[src/rtl/if_id_stage_if.sv]
// IF/ID stage bus: fetch-side inputs, ID/EX hazard inputs and the registered
// IF/ID outputs with stall/flush statistics.
//   pcPlus4, instruction      : fetched PC+4 and instruction word
//   idexMemRead, idexRt       : load-in-EX indication and its destination register
//   branchTaken, jump         : control-transfer resolved in ID this cycle
//   pcPlus4Out, instructionOut, validOut : IF/ID pipeline register contents
//   pcWrite, bubble           : PC load enable / ID/EX control zeroing (combinational)
//   stallCount, flushCount    : saturating event counters
interface if_id_stage_if;
  logic [31:0] pcPlus4;
  logic [31:0] instruction;
  logic        idexMemRead;
  logic [4:0]  idexRt;
  logic        branchTaken;
  logic        jump;
  logic [31:0] pcPlus4Out;
  logic [31:0] instructionOut;
  logic        validOut;
  logic        pcWrite;
  logic        bubble;
  logic [15:0] stallCount;
  logic [15:0] flushCount;

  modport master (
    output pcPlus4, instruction, idexMemRead, idexRt, branchTaken, jump,
    input  pcPlus4Out, instructionOut, validOut, pcWrite, bubble, stallCount, flushCount
  );

  modport slave (
    input  pcPlus4, instruction, idexMemRead, idexRt, branchTaken, jump,
    output pcPlus4Out, instructionOut, validOut, pcWrite, bubble, stallCount, flushCount
  );
endinterface

[src/rtl/if_id_stage.sv]
// IF/ID pipeline register with load-use hazard detection and branch/jump flush.
//   clock : system clock
//   reset : synchronous active-high reset
//   bus   : if_id_stage_if.slave carrying fetch inputs, hazard inputs and all outputs
// A load in EX whose destination matches rs/rt of the held instruction stalls
// the stage (hold, pcWrite=0, bubble=1). A taken branch or jump without a
// hazard flushes the stage to EMPTY. Stall wins over flush.
module if_id_stage (
  input logic          clock,
  input logic          reset,
  if_id_stage_if.slave bus
);

  typedef enum logic [0:0] {StEmpty, StRun} state_e;

  state_e      state_q, state_d;
  logic [31:0] pc_q, pc_d;
  logic [31:0] instr_q, instr_d;
  logic [15:0] stall_cnt_q, stall_cnt_d;
  logic [15:0] flush_cnt_q, flush_cnt_d;

  logic       valid;
  logic [4:0] rs;
  logic [4:0] rt;
  logic       hazard;
  logic       flush;

  assign valid = (state_q == StRun);
  assign rs    = instr_q[25:21];
  assign rt    = instr_q[20:16];

  // Register 0 is never a real dependency, and an empty slot cannot stall.
  assign hazard = valid && bus.idexMemRead && (bus.idexRt != 5'd0) &&
                  ((bus.idexRt == rs) || (bus.idexRt == rt));
  assign flush  = (bus.branchTaken || bus.jump) && !hazard;

  always_comb begin
    state_d     = state_q;
    pc_d        = pc_q;
    instr_d     = instr_q;
    stall_cnt_d = stall_cnt_q;
    flush_cnt_d = flush_cnt_q;
    if (hazard) begin
      if (stall_cnt_q != 16'hFFFF) begin
        stall_cnt_d = stall_cnt_q + 16'd1;
      end
    end else if (flush) begin
      state_d = StEmpty;
      pc_d    = bus.pcPlus4;
      instr_d = 32'h0;
      if (flush_cnt_q != 16'hFFFF) begin
        flush_cnt_d = flush_cnt_q + 16'd1;
      end
    end else begin
      state_d = StRun;
      pc_d    = bus.pcPlus4;
      instr_d = bus.instruction;
    end
  end

  always_ff @(posedge clock) begin
    if (reset) begin
      state_q     <= StEmpty;
      pc_q        <= 32'h0;
      instr_q     <= 32'h0;
      stall_cnt_q <= 16'h0;
      flush_cnt_q <= 16'h0;
    end else begin
      state_q     <= state_d;
      pc_q        <= pc_d;
      instr_q     <= instr_d;
      stall_cnt_q <= stall_cnt_d;
      flush_cnt_q <= flush_cnt_d;
    end
  end

  assign bus.pcPlus4Out     = pc_q;
  assign bus.instructionOut = instr_q;
  assign bus.validOut       = valid;
  assign bus.pcWrite        = !hazard;
  assign bus.bubble         = hazard || !valid;
  assign bus.stallCount     = stall_cnt_q;
  assign bus.flushCount     = flush_cnt_q;

endmodule

[src/flat_wrapper.sv]
// flat-port wrapper written by rule: the top's interface ports become plain ports
module if_id_stage_flat 
  (clock, reset, bus_pcPlus4, bus_instruction, bus_idexMemRead, bus_idexRt, bus_branchTaken, bus_jump, bus_pcPlus4Out, bus_instructionOut, bus_validOut, bus_pcWrite, bus_bubble, bus_stallCount, bus_flushCount);
  if_id_stage_if bus_i ();
  input logic clock;
  input logic reset;
  input wire logic [$bits(bus_i.pcPlus4)-1:0] bus_pcPlus4;
  input wire logic [$bits(bus_i.instruction)-1:0] bus_instruction;
  input wire logic [$bits(bus_i.idexMemRead)-1:0] bus_idexMemRead;
  input wire logic [$bits(bus_i.idexRt)-1:0] bus_idexRt;
  input wire logic [$bits(bus_i.branchTaken)-1:0] bus_branchTaken;
  input wire logic [$bits(bus_i.jump)-1:0] bus_jump;
  output wire logic [$bits(bus_i.pcPlus4Out)-1:0] bus_pcPlus4Out;
  output wire logic [$bits(bus_i.instructionOut)-1:0] bus_instructionOut;
  output wire logic [$bits(bus_i.validOut)-1:0] bus_validOut;
  output wire logic [$bits(bus_i.pcWrite)-1:0] bus_pcWrite;
  output wire logic [$bits(bus_i.bubble)-1:0] bus_bubble;
  output wire logic [$bits(bus_i.stallCount)-1:0] bus_stallCount;
  output wire logic [$bits(bus_i.flushCount)-1:0] bus_flushCount;
  assign bus_i.pcPlus4 = bus_pcPlus4;
  assign bus_i.instruction = bus_instruction;
  assign bus_i.idexMemRead = bus_idexMemRead;
  assign bus_i.idexRt = bus_idexRt;
  assign bus_i.branchTaken = bus_branchTaken;
  assign bus_i.jump = bus_jump;
  assign bus_pcPlus4Out = bus_i.pcPlus4Out;
  assign bus_instructionOut = bus_i.instructionOut;
  assign bus_validOut = bus_i.validOut;
  assign bus_pcWrite = bus_i.pcWrite;
  assign bus_bubble = bus_i.bubble;
  assign bus_stallCount = bus_i.stallCount;
  assign bus_flushCount = bus_i.flushCount;
  if_id_stage u_core (.clock(clock), .reset(reset), .bus(bus_i));
endmodule
[config.mk]
export PLATFORM = sky130hd
export DESIGN_NAME = if_id_stage_flat
export DESIGN_NICKNAME = d
export VERILOG_FILES = /design/src/rtl/if_id_stage_if.sv /design/src/rtl/if_id_stage.sv /design/src/flat_wrapper.sv
export SDC_FILE = /design/constraint.sdc
export NUM_CORES = 1
export LEC_CHECK = 0
export BUFFER_PORTS_ARGS = -buffer_cell sky130_fd_sc_hd__buf_2
export CORE_ASPECT_RATIO = 1.4
export CORE_MARGIN = 5
export CORE_UTILIZATION = 40
export CTS_CLUSTER_DIAMETER = 100
export CTS_CLUSTER_SIZE = 40
export DETAILED_ROUTE_END_ITERATION = 12
export GPL_TIMING_DRIVEN = 0
export PLACE_DENSITY_LB_ADDON = 0.2
export SLEW_MARGIN = 20
export SYNTH_ARGS = -nofsm -noshare
export SYNTH_HDL_FRONTEND = slang
export SYNTH_SLANG_ARGS = --single-unit
[constraint.sdc]
create_clock -name clock -period 1.9 [get_ports clock]
set_input_delay 0.095 -clock clock [delete_from_list [all_inputs] [get_ports clock]]
set_output_delay 0.095 -clock clock [all_outputs]
set_load 0.005 [all_outputs]
==> impl_table.tex <==
\begin{tabular}{lr}
\hline
Metric & Value \\
\hline
\multicolumn{2}{l}{\textbf{Clock tree}} \\
\# H-tree levels & 3 \\
Clock latency on the worst-skew pair & 0.34 ns \\
Max clock buf depth & 2 \\
Buffer cell driving the clock tree root & clkbuf\_16 \\
CTS sink cnt & 97 \\
TritonCTS clock tree & done \\
Clock-pin slew of the registers on the worst-case setup and hold paths & 0.07 ns \\
CTS buffer count & 9 \\
\multicolumn{2}{l}{\textbf{Floorplanning}} \\
Total die area & 12700 µm² \\
Area inside the core boundary & 10300 µm² \\
Initial core utilization & 0.406 \\
Width of the die & 96.6 µm \\
\# IOs & 173 \\
Core Rows & 44 \\
Die span in y & 131 µm \\
\multicolumn{2}{l}{\textbf{Drt}} \\
Total via count in the routed design & 4509 \\
Number of DRC violations after detailed-routing iteration 0 & 127 \\
Average wire per standard cell & 15.7 µm \\
Total wirelength of the detailed-routed design & 13.8 mm \\
Iteration count of the initial detailed-routing pass & 5 \\
Detailed-route DRC error count & 0 \\
Via density & 5.13 \\
Antenna Violating Nets Remaining & 0 \\
\multicolumn{2}{l}{\textbf{Setup path}} \\
Number of cell instances on the worst register-to-register path & 9 \\
Critical R2R Launch & u\_core.bus.instructionOut[16] \\
Critical Path Source & u\_core.bus.instructionOut[16] \\
Category of the worst setup path capture point & output pin \\
Arrival @ worst endpoint & 1.85 ns \\
Slack of the worst reg-to-reg path & -0.01 ns \\
Type of the setup path with the least slack & flip-flop to output pin \\
Nature of the critical path startpoint & flip-flop \\
Critical path endpoint & bus\_bubble \\
Crit path required time & 1.80 ns \\
Maximum net fanout on the critical path & 7 \\
Destination of the worst register-to-register timing path & u\_core.bus.stallCount[8] \\
\multicolumn{2}{l}{\textbf{Power and ir drop}} \\
IR Drop Worst-Case VDD & 0.552 mV \\
Total power density per cell area & 699 nW/µm² \\
Overall Power & 4390 µW \\
Static leakage & 0.00273 µW \\
\multicolumn{2}{l}{\textbf{Global route}} \\
Antenna violations before repair & 1 \\
First-pass GRT wire length & 22.5 mm \\
Total overflow reported by the global router & 0 \\
Pin count of the biggest net entering global routing & 18 \\
Number of global-route vias before repair & 4612 \\
Overall Global Routing Usage & 0.212 \\
Global Route met1 Usage & 0.229 \\
GRT busiest layer & met2 \\
GR Layer Usage met2 & 0.377 \\
Met3 GRT Util & 0.0626 \\
\multicolumn{2}{l}{\textbf{Synthesis}} \\
Net count after synthesis & 582 \\
Total of flip-flops plus latches after synthesis & 97 \\
Yosys warning total & 0 \\
Flip-flop cell with the highest count after synthesis & dfxtp\_1 \\
Post-synthesis cell type count & 44 \\
Proportion of synthesized flip-flops having asynchronous set or reset & 0 \\
Part of the Yosys area used for sequential elements & 0.462 \\
Average footprint of a synthesized cell & 8.31 µm² \\
Post-synth EDFFs & 0 \\
Area of the mapped netlist & 4200 µm² \\
Gate Count Post-Synth & 506 \\
\multicolumn{2}{l}{\textbf{Timing}} \\
Final worst clock skew & 0.00915 ns \\
Min Clock Period, post-route & 1.94 ns \\
Setup Viol. Count Final & 4 \\
Tightest slew margin relative to the limit & 0.612 \\
Final hold violation count & 0 \\
Final slew viol count & 0 \\
Final worst-path cycle share & 1.02 \\
TNS Setup & -0.0677 ns \\
Actual transition at the worst max-transition pin & 0.582 ns \\
Post-route worst hold slack & 0.00505 ns \\
Unrepaired setup endpoints after global routing & yes \\
Peak clock frequency supported by timing & 515 MHz \\
Final WS setup & -0.0429 ns \\
\multicolumn{2}{l}{\textbf{Place}} \\
Port bufs & 172 \\
Routability-driven placement congestion ratio & 0.842 \\
DP HPWL & 10.0 mm \\
Post-detailed-placement cell area & 5270 µm² \\
DP Worst Slack & -0.448 ns \\
\multicolumn{2}{l}{\textbf{Status}} \\
Violated checks & setup timing \\
Status & finished with violations \\
\multicolumn{2}{l}{\textbf{Cells and area}} \\
Final Net Count & 812 \\
Diode count & 0 \\
Fraction of layout cells with a size suffix above 1 & 0.395 \\
Finished layout cell area & 6280 µm² \\
Signed area change from the synthesized netlist to the final layout & 49.4\% \\
\multicolumn{2}{l}{\textbf{Job}} \\
Maximum capacitance violations & 0 \\
\multicolumn{2}{l}{\textbf{Hold path}} \\
Class of the tightest hold or removal check & input port to flip-flop \\
\hline
\end{tabular}
[logic make-up after synthesis]
kind of cell / Yosys count / share of synthesized area
AO/OA/AOI/OAI: 99 / 0.137
XOR/XNOR: 16 / 0.0333
buffers and inverters: 38 / 0.0464
adder cells (fa/ha/maj): 2 / 0.00595
AND/OR/NAND/NOR: 243 / 0.286
multiplexers: 11 / 0.0292
flip-flops: 97 / 0.462
[Yosys cell counts (all sizes together), types with 2 or more instances]
master | instances | share of area
or2 | 2 | 0.0030
nor2 | 23 | 0.021
o21ai | 3 | 0.0036
xnor2 | 14 | 0.029
nor2b | 10 | 0.015
ha | 2 | 0.0060
o31ai | 5 | 0.0089
or3 | 4 | 0.0060
buf | 13 | 0.024
clkbuf | 23 | 0.021
dfxtp | 97 | 0.46
and3 | 7 | 0.010
nor4 | 10 | 0.031
nand4 | 7 | 0.010
o21a | 3 | 0.0054
mux2 | 10 | 0.027
a41oi | 2 | 0.0042
nand3 | 49 | 0.058
nand2 | 114 | 0.10
or4 | 5 | 0.0089
and4 | 4 | 0.0083
nor3 | 3 | 0.0036
o31a | 2 | 0.0042
inv | 2 | 0.0018
a21oi | 74 | 0.088
xor2 | 2 | 0.0042
a211oi | 5 | 0.0089
[worst max-delay path, cell delays in order (launching register included)]
cell     delay (ns)
dfxtp_2        0.33
xnor2_1        0.13
nand3_1        0.14
o22ai_4        0.23
and2_4         0.22
inv_6          0.05
buf_8          0.12
buf_8          0.13
nand2_4        0.06
buf_6          0.09
[how the worst min path moves through the flow]
stage                              startpoint                            end  slack, ns  cells past startpoint
after floorplan                bus_pcPlus4[0]       u_core.bus.pcPlus4Out[0]       0.24                      2
after global placement        bus_pcPlus4[17]      u_core.bus.pcPlus4Out[17]       0.34                      3
after detailed placement      bus_pcPlus4[21]      u_core.bus.pcPlus4Out[21]       0.35                      3
after CTS                 bus_instruction[20]  u_core.bus.instructionOut[20]     0.0003                      3
after global routing       bus_instruction[7]   u_core.bus.instructionOut[7]      0.008                      3
final                          bus_pcPlus4[1]       u_core.bus.pcPlus4Out[1]      0.005                      3
[repair_timing]
| action | CTS | global route |
|---|---|---|
| setup endpoints to repair | 97 | 85 |
| buffers inserted | 14 | 6 |
| resized for setup | 38 | 49 |
| endpoints found under the hold margin | 29 | 0 |
| pin swaps | 11 | 12 |
| hold buffers | 29 | 0 |
| gates cloned | 0 | 1 |
[state kept, by name, summed over array words and instances, names as in the netlist]
signal	flops
u_core.bus.instructionOut	32
u_core.bus.validOut	1
u_core.bus.stallCount	16
u_core.bus.flushCount	16
u_core.bus.pcPlus4Out	32
[metal layers]
layer,vias to the layer above,share of wire
met2,165,0.51
met4,2,0.037
met5,-,0.00080
met3,38,0.070
met1,2090,0.38
li1,2214,-
[stage by stage]
stage,utilization,std cells
floorplan,-,506
global placement,0.509,816
detailed placement,0.509,816
CTS,0.586,874
global route,0.607,879
finish,0.607,879
[layout make-up]
cell class,instances,area (µm²)
well taps,138,173
inverters,2,12.5
flip-flops and latches,97,1970
clock inverters,7,78.8
clock buffers,9,225
plain buffers,33,249
multi-input cells,371,2230
fillers,969,4070
repair buffers,222,1340
[layout by cell type (no fill, tap or decap), drive strengths merged, types with 2 or more instances in the layout]
cell type | Yosys | routed
ha | 2 | 2
nor2b | 10 | 10
buf | 13 | 204
nand2 | 114 | 114
or3 | 4 | 4
clkinv | 0 | 2
xor2 | 2 | 2
a21oi | 74 | 74
clkinvlp | 0 | 3
nor2 | 23 | 23
dlygate4sd3 | 0 | 29
nand4 | 7 | 7
o31a | 2 | 2
xnor2 | 14 | 14
o31ai | 5 | 5
dfxtp | 97 | 97
a41oi | 2 | 2
or2 | 2 | 2
nand3 | 49 | 49
inv | 2 | 3
a211oi | 5 | 5
and4 | 4 | 4
o21a | 3 | 3
mux2 | 10 | 10
clkbuf | 23 | 31
nor3 | 3 | 3
and3 | 7 | 7
or4 | 5 | 5
o21ai | 3 | 3
nor4 | 10 | 10
[where the power goes]
part	total [µW]	switching [µW]	internal (µW)	leakage (µW)
clock network	1840	814	1030	0.000138
registers	2140	42.9	2100	0.000805
logic	410	197	213	0.00178
(Power assumes the default switching activity.)
